**src/rtl/multi_cycle_ctrl_pkg.sv**
```systemverilog
// ============================================================================
// | Module   : multi_cycle_ctrl_pkg                                          |
// | Purpose  : Shared definitions for the multi-cycle MIPS main controller:  |
// |            state encodings, opcode constants, ALUOp / ALUSrcB / PCSource |
// |            codes, the control-word struct and an opcode legality check.  |
// |            The ALUOp codes are also what the ALU control unit decodes.   |
// | Macro    : ADDI_EN - when defined, ADDI gets its own ADDIEX/ADDIWB path; |
// |            when undefined, ADDI is reported as an illegal opcode.        |
// | Revision : 1.0 - initial release                                         |
// ============================================================================
`default_nettype none

package multi_cycle_ctrl_pkg;

   localparam int STATE_W = 4;

   // Opcodes, IR[31:26]
   localparam logic [5:0] OP_RTYPE = 6'b000000;
   localparam logic [5:0] OP_LW    = 6'b100011;
   localparam logic [5:0] OP_SW    = 6'b101011;
   localparam logic [5:0] OP_BEQ   = 6'b000100;
   localparam logic [5:0] OP_J     = 6'b000010;
   localparam logic [5:0] OP_ADDI  = 6'b001000;

`ifdef ADDI_EN
   localparam bit ADDI_ENABLED = 1'b1;
`else
   localparam bit ADDI_ENABLED = 1'b0;
`endif

   // ALUOp codes handed to the ALU control unit
   localparam logic [1:0] ALUOP_ADD   = 2'b00;
   localparam logic [1:0] ALUOP_SUB   = 2'b01;
   localparam logic [1:0] ALUOP_FUNCT = 2'b10;

   // ALU B-operand select
   localparam logic [1:0] SRCB_B      = 2'b00;
   localparam logic [1:0] SRCB_FOUR   = 2'b01;
   localparam logic [1:0] SRCB_IMM    = 2'b10;
   localparam logic [1:0] SRCB_IMMSH2 = 2'b11;

   // Next-PC source select
   localparam logic [1:0] PCSRC_ALU    = 2'b00;
   localparam logic [1:0] PCSRC_ALUOUT = 2'b01;
   localparam logic [1:0] PCSRC_JUMP   = 2'b10;

   typedef enum logic [STATE_W-1:0] {
      S_FETCH  = 4'd0,
      S_DECODE = 4'd1,
      S_MEMADR = 4'd2,
      S_MEMRD  = 4'd3,
      S_MEMWB  = 4'd4,
      S_MEMWR  = 4'd5,
      S_EXEC   = 4'd6,
      S_RWB    = 4'd7,
      S_BEQ    = 4'd8,
      S_JUMP   = 4'd9,
      S_ADDIEX = 4'd10,
      S_ADDIWB = 4'd11
   } state_e;

   typedef struct packed {
      logic       pc_en;
      logic       iord;
      logic       mem_read;
      logic       mem_write;
      logic       ir_write;
      logic       mem_to_reg;
      logic       reg_dst;
      logic       reg_write;
      logic       alu_src_a;
      logic [1:0] alu_src_b;
      logic [1:0] alu_op;
      logic [1:0] pc_source;
      logic       instr_done;
      logic       illegal_op;
   } ctrl_t;

   function automatic logic op_supported(input logic [5:0] op);
      logic ok;
      case (op)
         OP_RTYPE, OP_LW, OP_SW, OP_BEQ, OP_J: ok = 1'b1;
         OP_ADDI:                              ok = ADDI_ENABLED;
         default:                              ok = 1'b0;
      endcase
      return ok;
   endfunction

endpackage

`default_nettype wire

```
**src/rtl/multi_cycle_ctrl_out_decode.sv**
```systemverilog
// ============================================================================
// | Module   : multi_cycle_ctrl_out_decode                                   |
// | Purpose  : Purely combinational state -> control-word decoder for the    |
// |            multi-cycle MIPS controller (Moore outputs, with the zero and |
// |            mem_ready gating folded in).                                  |
// | Ports    : state     in  STATE_W  registered FSM state                   |
// |            op        in  6        IR opcode (only looked at in DECODE)   |
// |            zero      in  1        ALU zero flag (BEQ pc_en)              |
// |            mem_ready in  1        memory handshake                       |
// |            ctrl      out ctrl_t   full datapath control word             |
// | Macro    : ADDI_EN (through the package ADDI_ENABLED constant)           |
// | Revision : 1.0 - initial release                                         |
// ============================================================================
`default_nettype none

module multi_cycle_ctrl_out_decode
   import multi_cycle_ctrl_pkg::*;
(
   input  logic [STATE_W-1:0] state,
   input  logic [5:0]         op,
   input  logic               zero,
   input  logic               mem_ready,
   output ctrl_t              ctrl
);

   always_comb begin
      ctrl = '0;
      case (state)
         S_FETCH: begin
            ctrl.mem_read  = 1'b1;
            ctrl.alu_src_b = SRCB_FOUR;
            ctrl.alu_op    = ALUOP_ADD;
            ctrl.pc_source = PCSRC_ALU;
            // IR and PC load only in the completing cycle, so PC moves once
            ctrl.ir_write  = mem_ready;
            ctrl.pc_en     = mem_ready;
         end
         S_DECODE: begin
            // Branch target precomputed while the opcode is decoded
            ctrl.alu_src_b  = SRCB_IMMSH2;
            ctrl.alu_op     = ALUOP_ADD;
            ctrl.illegal_op = ~op_supported(op);
         end
         S_MEMADR: begin
            ctrl.alu_src_a = 1'b1;
            ctrl.alu_src_b = SRCB_IMM;
         end
         S_MEMRD: begin
            ctrl.mem_read = 1'b1;
            ctrl.iord     = 1'b1;
         end
         S_MEMWB: begin
            ctrl.reg_write  = 1'b1;
            ctrl.mem_to_reg = 1'b1;
            ctrl.instr_done = 1'b1;
         end
         S_MEMWR: begin
            ctrl.mem_write  = 1'b1;
            ctrl.iord       = 1'b1;
            ctrl.instr_done = mem_ready;
         end
         S_EXEC: begin
            ctrl.alu_src_a = 1'b1;
            ctrl.alu_src_b = SRCB_B;
            ctrl.alu_op    = ALUOP_FUNCT;
         end
         S_RWB: begin
            ctrl.reg_write  = 1'b1;
            ctrl.reg_dst    = 1'b1;
            ctrl.instr_done = 1'b1;
         end
         S_BEQ: begin
            ctrl.alu_src_a  = 1'b1;
            ctrl.alu_src_b  = SRCB_B;
            ctrl.alu_op     = ALUOP_SUB;
            ctrl.pc_source  = PCSRC_ALUOUT;
            // PCWriteCond & zero
            ctrl.pc_en      = zero;
            ctrl.instr_done = 1'b1;
         end
         S_JUMP: begin
            ctrl.pc_source  = PCSRC_JUMP;
            ctrl.pc_en      = 1'b1;
            ctrl.instr_done = 1'b1;
         end
         S_ADDIEX: begin
            if (ADDI_ENABLED) begin
               ctrl.alu_src_a = 1'b1;
               ctrl.alu_src_b = SRCB_IMM;
            end
         end
         S_ADDIWB: begin
            if (ADDI_ENABLED) begin
               ctrl.reg_write  = 1'b1;
               ctrl.instr_done = 1'b1;
            end
         end
         default: ctrl = '0;
      endcase
   end

endmodule

`default_nettype wire

```
**src/rtl/multi_cycle_ctrl.sv**
```systemverilog
// ============================================================================
// | Module   : multi_cycle_ctrl                                              |
// | Purpose  : Main control FSM of the multi-cycle MIPS datapath. Steps      |
// |            FETCH/DECODE/EXEC/MEM/WB, drives every datapath enable and    |
// |            mux select, waits on the memory-ready handshake.              |
// | Ports    : clk, rst_n (async active-low), op[5:0], zero, mem_ready       |
// |            -> pc_en, iord, mem_read, mem_write, ir_write, mem_to_reg,    |
// |               reg_dst, reg_write, alu_src_a, alu_src_b[1:0],             |
// |               alu_op[1:0], pc_source[1:0], instr_done, illegal_op,       |
// |               state[STATE_W-1:0] (debug)                                 |
// | Macro    : ADDI_EN - enables the ADDIEX/ADDIWB path                      |
// | Revision : 1.0 - initial release                                         |
// ============================================================================
`default_nettype none

module multi_cycle_ctrl
   import multi_cycle_ctrl_pkg::*;
(
   input  logic               clk,
   input  logic               rst_n,
   input  logic [5:0]         op,
   input  logic               zero,
   input  logic               mem_ready,
   output logic               pc_en,
   output logic               iord,
   output logic               mem_read,
   output logic               mem_write,
   output logic               ir_write,
   output logic               mem_to_reg,
   output logic               reg_dst,
   output logic               reg_write,
   output logic               alu_src_a,
   output logic [1:0]         alu_src_b,
   output logic [1:0]         alu_op,
   output logic [1:0]         pc_source,
   output logic               instr_done,
   output logic               illegal_op,
   output logic [STATE_W-1:0] state
);

   state_e state_q, state_d;
   // Low from reset until the first edge after release: keeps outputs
   // quiet and holds FETCH so the first fetch starts on that edge.
   logic   active_q, active_d;
   // LW vs SW captured in DECODE; op is not trusted after that state
   logic   is_lw_q, is_lw_d;

   ctrl_t  dec_ctrl;
   ctrl_t  out_ctrl;

   always_comb begin
      state_d  = state_q;
      is_lw_d  = is_lw_q;
      active_d = 1'b1;
      if (!active_q) begin
         state_d = S_FETCH;
      end else begin
         case (state_q)
            S_FETCH:  if (mem_ready) state_d = S_DECODE;
            S_DECODE: begin
               is_lw_d = (op == OP_LW);
               case (op)
                  OP_LW, OP_SW: state_d = S_MEMADR;
                  OP_RTYPE:     state_d = S_EXEC;
                  OP_BEQ:       state_d = S_BEQ;
                  OP_J:         state_d = S_JUMP;
                  OP_ADDI: begin
                     if (ADDI_ENABLED) state_d = S_ADDIEX;
                     else              state_d = S_FETCH;
                  end
                  default:      state_d = S_FETCH;
               endcase
            end
            S_MEMADR: begin
               if (is_lw_q) state_d = S_MEMRD;
               else         state_d = S_MEMWR;
            end
            S_MEMRD:  if (mem_ready) state_d = S_MEMWB;
            S_MEMWB:  state_d = S_FETCH;
            S_MEMWR:  if (mem_ready) state_d = S_FETCH;
            S_EXEC:   state_d = S_RWB;
            S_RWB:    state_d = S_FETCH;
            S_BEQ:    state_d = S_FETCH;
            S_JUMP:   state_d = S_FETCH;
            S_ADDIEX: begin
               if (ADDI_ENABLED) state_d = S_ADDIWB;
               else              state_d = S_FETCH;
            end
            S_ADDIWB: state_d = S_FETCH;
            default:  state_d = S_FETCH;
         endcase
      end
   end

   always_ff @(posedge clk or negedge rst_n) begin
      if (!rst_n) begin
         state_q  <= S_FETCH;
         active_q <= 1'b0;
         is_lw_q  <= 1'b0;
      end else begin
         state_q  <= state_d;
         active_q <= active_d;
         is_lw_q  <= is_lw_d;
      end
   end

   multi_cycle_ctrl_out_decode u_out_decode (
      .state     (state_q),
      .op        (op),
      .zero      (zero),
      .mem_ready (mem_ready),
      .ctrl      (dec_ctrl)
   );

   // Reset clears active_q asynchronously, so a mid-instruction reset
   // kills any write strobe immediately regardless of mem_ready.
   assign out_ctrl   = active_q ? dec_ctrl : '0;

   assign pc_en      = out_ctrl.pc_en;
   assign iord       = out_ctrl.iord;
   assign mem_read   = out_ctrl.mem_read;
   assign mem_write  = out_ctrl.mem_write;
   assign ir_write   = out_ctrl.ir_write;
   assign mem_to_reg = out_ctrl.mem_to_reg;
   assign reg_dst    = out_ctrl.reg_dst;
   assign reg_write  = out_ctrl.reg_write;
   assign alu_src_a  = out_ctrl.alu_src_a;
   assign alu_src_b  = out_ctrl.alu_src_b;
   assign alu_op     = out_ctrl.alu_op;
   assign pc_source  = out_ctrl.pc_source;
   assign instr_done = out_ctrl.instr_done;
   assign illegal_op = out_ctrl.illegal_op;
   assign state      = state_q;

endmodule

`default_nettype wire
```
**config.mk**
```make
export PLATFORM = sky130hd
export DESIGN_NAME = multi_cycle_ctrl
export DESIGN_NICKNAME = d
export VERILOG_FILES = /design/src/rtl/multi_cycle_ctrl_pkg.sv /design/src/rtl/multi_cycle_ctrl_out_decode.sv /design/src/rtl/multi_cycle_ctrl.sv
export SDC_FILE = /design/constraint.sdc
export NUM_CORES = 1
export LEC_CHECK = 0
export ABC_AREA = 1
export CORE_MARGIN = 2
export CORE_UTILIZATION = 40
export CTS_BUF_LIST = sky130_fd_sc_hd__clkbuf_8
export CTS_CLUSTER_DIAMETER = 200
export DETAILED_ROUTE_END_ITERATION = 10
export HOLD_SLACK_MARGIN = 0.1
export PLACE_DENSITY = 0.9
export SLEW_MARGIN = 20
export SYNTH_ARGS = -nofsm -noshare
export SYNTH_HDL_FRONTEND = slang
export SYNTH_SLANG_ARGS = --single-unit
```
**constraint.sdc**
```tcl
create_clock -name clk -period 1.8 [get_ports clk]
set_clock_uncertainty 0.2 [all_clocks]
set_input_delay 0.27 -clock clk [delete_from_list [all_inputs] [get_ports clk]]
set_output_delay 0.27 -clock clk [all_outputs]
set_load 0.03 [all_outputs]
```
# After elaboration in Yosys (flattened, before gate mapping)
# Cells that the tools add are included.
# Widths: inputs -> output; s select.
# totals
regBits	6
in_bits	10
# classes
bitwise	1
n_eq_ne	16
reduce_logical	11
muxes	24
# ops
operator	count
$pmux 4 s6	1
$mux 17	1
$eq 4x3->1 const B	4
$mux 4	4
$pmux 4 s4	1
$eq 6x6->1 const B	2
$mux 1	11
$ne 3x3->1 const B	3
$eq 4x2->1 const B	2
$eq 4x4->1 const B	2
$pmux 2 s2	2
$reduce_or 2->1	4
$eq 6x2->1 const B	1
$eq 6x3->1 const B	1
$logic_not 6->1	1
$pmux 2 s3	1
$reduce_or 5->1	1
$eq 4x1->1 const B	1
$logic_not 4->1	1
$reduce_or 4->1	1
$mux 3	1
$pmux 1 s3	1
$reduce_and 3->1	1
$reduce_or 3->1	1
other kinds (3)	3

# Logic depth before layout (Yosys ltp)
# Gate-level depths: netlist of run 1.
# depth
word_depth	7
depth_mapped	9
mapped_depth_nobuf	8

# Modules after synthesis
# A second synthesis of run 1 with hierarchy kept.
# hier_totals
hier_cells	159
hier_area_um2	807.0
# modules_own_cells
module	cells_per_inst	instances	area_each_um2
multi_cycle_ctrl	111	1	596.8
multi_cycle_ctrl_out_decode	48	1	210.2

# Worst setup path before layout of run 1
# Ideal clock, no wire load.
# synth_path
kind	register -> output
start	reg state_q[1] (netlist: state[1])
end	out instr_done
path_stages_with_launch	7
arrival_ps	1557
n_path_buf	1
setup_slack_ps	-227
cell_sequence	dfrtp_1 -> buf_6 -> inv_2 -> nand2_2 -> nor2_1 -> nand2_1 -> a31oi_1
# synth_between
elab_chain_cells	4
word_cells_on_any_way	8
classes_between	eq/ne (5); mux (2); reduce/logical (1)
# synth_rtl
item	line_no	source
start, declared	multi_cycle_ctrl.sv:41	state_e state_q, state_d;
start signal, assigned	multi_cycle_ctrl.sv:101	state_q <= state_d;
$eq 4x3->1 or $eq 4x4->1 (tied branches)	multi_cycle_ctrl_out_decode.sv:28	case (state)
$reduce_or 4->1 (no line)	--	
$pmux 1 s2 (*)	multi_cycle_ctrl_out_decode.sv:28	
$mux 17 (*)	multi_cycle_ctrl.sv:117	assign out_ctrl = active_q ? dec_ctrl : '0;
end, declared	multi_cycle_ctrl.sv:36	output logic instr_done,
# Every way passes the cells marked *; elsewhere a longest branch is shown, timed or not.

# Worst setup path in the final report of run 1
# layout_path
start	reg state_q[0] (netlist: state[0])
end	out instr_done
# Same word-level chain as after synthesis.

==> impl_metrics.yaml, run 1 <==
cts:
  clkTransAtPathRegs_ns: 0.04
  h-tree-depth: 1
  clock_sinks: 6
  root_buffer: "clkbuf_8"
  cts_tree: "built"
  cts_buffers: 3
  clk_latency_ns: 0.22
  clockBufferDepth: 2
placement:
  place.gp.congestion: 0.816
  dp.cells: 165
  preCtsSetupSlack_ns: -0.195
  dp_hpwl_um: 1570
  port_buffers: 30
finish:
  nets: 175
  syn_to_final_growth_pct: 107
  final_common_cell: "nand2_1"
  utilization_pct: 88.0
  drive_gt1_share_pct: 53.7
  layout_common_cells: "26 x nand2_1, 24 x buf_4, 16 x nor2_1, 13 x buf_6, 9 x nor2_4"
  multi_input_area_sq_um: 576
  instances_no_fill: 181
  fillers: 71
  ff_latch_area_sq_um: 155
power_and_ir_drop:
  p_switching_uw: 215
  max-vdd-ir-drop_mv: 0.644
  p_clk_share_pct: 35.4
  power_density_mw_per_mm2: 451
  seqPwrFrac_pct: 26.0
  combPwrFrac_pct: 38.6
  switching_share_pct: 35.9
  p_leak_uw: 0.000668
  internal-power_uw: 384
floorplan:
  core_area_sq_mm: 0.00151
  ioPinCount: 31
  die_w_um: 44.0
  floorplan.die_area_sq_mm: 0.00194
  die_height_um: 44.0
  initial_core_util_pct: 42.5
  rows: 14
timing:
  finalCriticalPeriod_ns: 1.91
  rsz0062_at_grt: "yes"
  drv_slew: 0
  max_freq_ghz: 0.523
  finalCritPeriodShare_pct: 106
  fin_tns_setup_ns: -0.446
  hold_violations: 0
  setup_viol: 8
  holdWs_ns: 0.276
  setup_slack_ns: -0.113
global_routing:
  grt_pass1_wl_um: 3650
  grt_max_degree: 14
  overflow: 0
  antenna_found_initial: 0
  grt_use_total_pct: 25.1
  first_global_vias: 895
drt:
  via_per_inst: 5.08
  wire_per_inst_um: 14.6
  drt_iter0_drc: 16
  drc: 0
  via_count: 919
  dr.pass1.iters: 4
  routed_wirelength_um: 2650
  antenna_left: 0
setup_path:
  cp.arrival_ns: 1.44
  worstPathMaxFanout: 6
  start_kind: "register"
  cp-end-kind: "primary output"
  regToRegSetupSlack_ns: 0.32
  worstSetupPathType: "reg -> out"
  reg2regPathDepth: 6
  required_ns: 1.33
synthesis:
  synth_top_area_share_pct: 23.4
  ys_types: 23
  ys_seq_area_share_pct: 23.4
  avgSynthCellArea_sq_um: 5.77
  syn_inst: 111
  synth_top_area_cell: "dfrtp_1"
  synth_area_leaders: "dfrtp_1 23%, nand2_1 19%, nor2_1 14%"
  syn_area_sq_um: 641
  synth_nets: 121
  ys_seq_elements: 6
  yosysWarningCount: 0
run_status:
  status: "finished with violations"
  violations: "negative setup slack"
flow_run:
  max_cap_violations: 0
worst_hold_path:
  min_path_type: "in -> reg"
  worstHoldPathCells: 4
## logic make-up (layout without fill, tap and decap cells)
family	count (synthesis)	in the layout	synth area share, %
flops	6	6	23.4
simple gates	76	76	53.1
other cells	1	2	0.585
buf+inv	17	70	11.3
compound gates	11	11	11.5
## state kept, by name, summed over array words and instances (netlist names)
name,cells
active_q,1
is_lw_q,1
state,4
## repair_timing
action | CTS | global route
pin swaps | 9 | 10
endpoints found under the hold margin | 3 | 0
hold buffers | 1 | 0
gates resized for setup | 30 | 27
buffers inserted | 6 | 4
setup endpoints to repair | 14 | 12
## final timing paths
check / from / endpoint
max: state[0]$_DFFE_PN0P_ / instr_done
max reg2reg: state[3]$_DFFE_PN0P_ / state[1]$_DFFE_PN0P_
min reg2reg: is_lw_q$_DFFE_PN0P_ / is_lw_q$_DFFE_PN0P_
min in group asynchronous: rst_n / active_q$_DFF_PN0_
min: op[4] / state[3]$_DFFE_PN0P_
max in group asynchronous: rst_n / state[3]$_DFFE_PN0P_
## power groups by stage
| stage | combinational, uW | clock, uW | sequential, uW |
|---|---|---|---|
| 6_report | 231 | 212 | 156 |
| 3_3_place_gp | 189 | 0 | 152 |
| 5_1_grt | 247 | 223 | 156 |
| 3_5_place_dp | 194 | 0 | 153 |
| 2_1_floorplan | 111 | 0 | 160 |
| 4_1_cts | 213 | 198 | 153 |
## area by class of cell
class	instances	share of cell area, %
diodes	1	0.189
clock buffers	3	3.11
clock inverters	1	0.283
inverters	15	4.62
multi-input cells	88	43.4
flip-flops and latches	6	11.7
well taps	16	1.51
repair buffers	51	35.2
## stage by stage
stage | power (uW) | area [sq um]
CTS | 565 | 1200
finish | 598 | 1330
detailed placement | 347 | 1040
global route | 626 | 1320
global placement | 342 | 1040
floorplan | 271 | 701
## routing by layer
layer / part of all wire [%] / vias to the layer above / wire length [um] / GRT usage (%)
met1: 36 / 415 / 950 / 24.7
li1: - / 450 / - / -
met5: 0 / - / 0 / 0
met3: 5.0 / 12 / 133 / 4.08
met4: 4.4 / 0 / 117 / 6.67
met2: 55 / 42 / 1450 / 52.4
## cells in the mapped netlist, drive strengths merged
master / count
a21oi: 5
o21bai: 1
conb: 1
inv: 15
o211ai: 1
a31oi: 2
nand3: 8
nand2: 36
o21ai: 1
buf: 2
nor2: 30
o31ai: 1
nor3: 2
dfrtp: 6
## worst max-delay path: stages (launching register included)
cell and delay (ns):
dfrtp_2 0.46, nand2_1 0.11, inv_1 0.13, o21ai_1 0.08, buf_4 0.16, a31oi_4 0.14, buf_6 0.15
Note: power is estimated with default switching activity, not from simulation.
==> run 2, diff against run 1 <==
Settings changed: GPL_ROUTABILITY_DRIVEN set to 0.
==> results of run 2 <==
The final DEF is identical to that of run 1; final timing and power are the same.
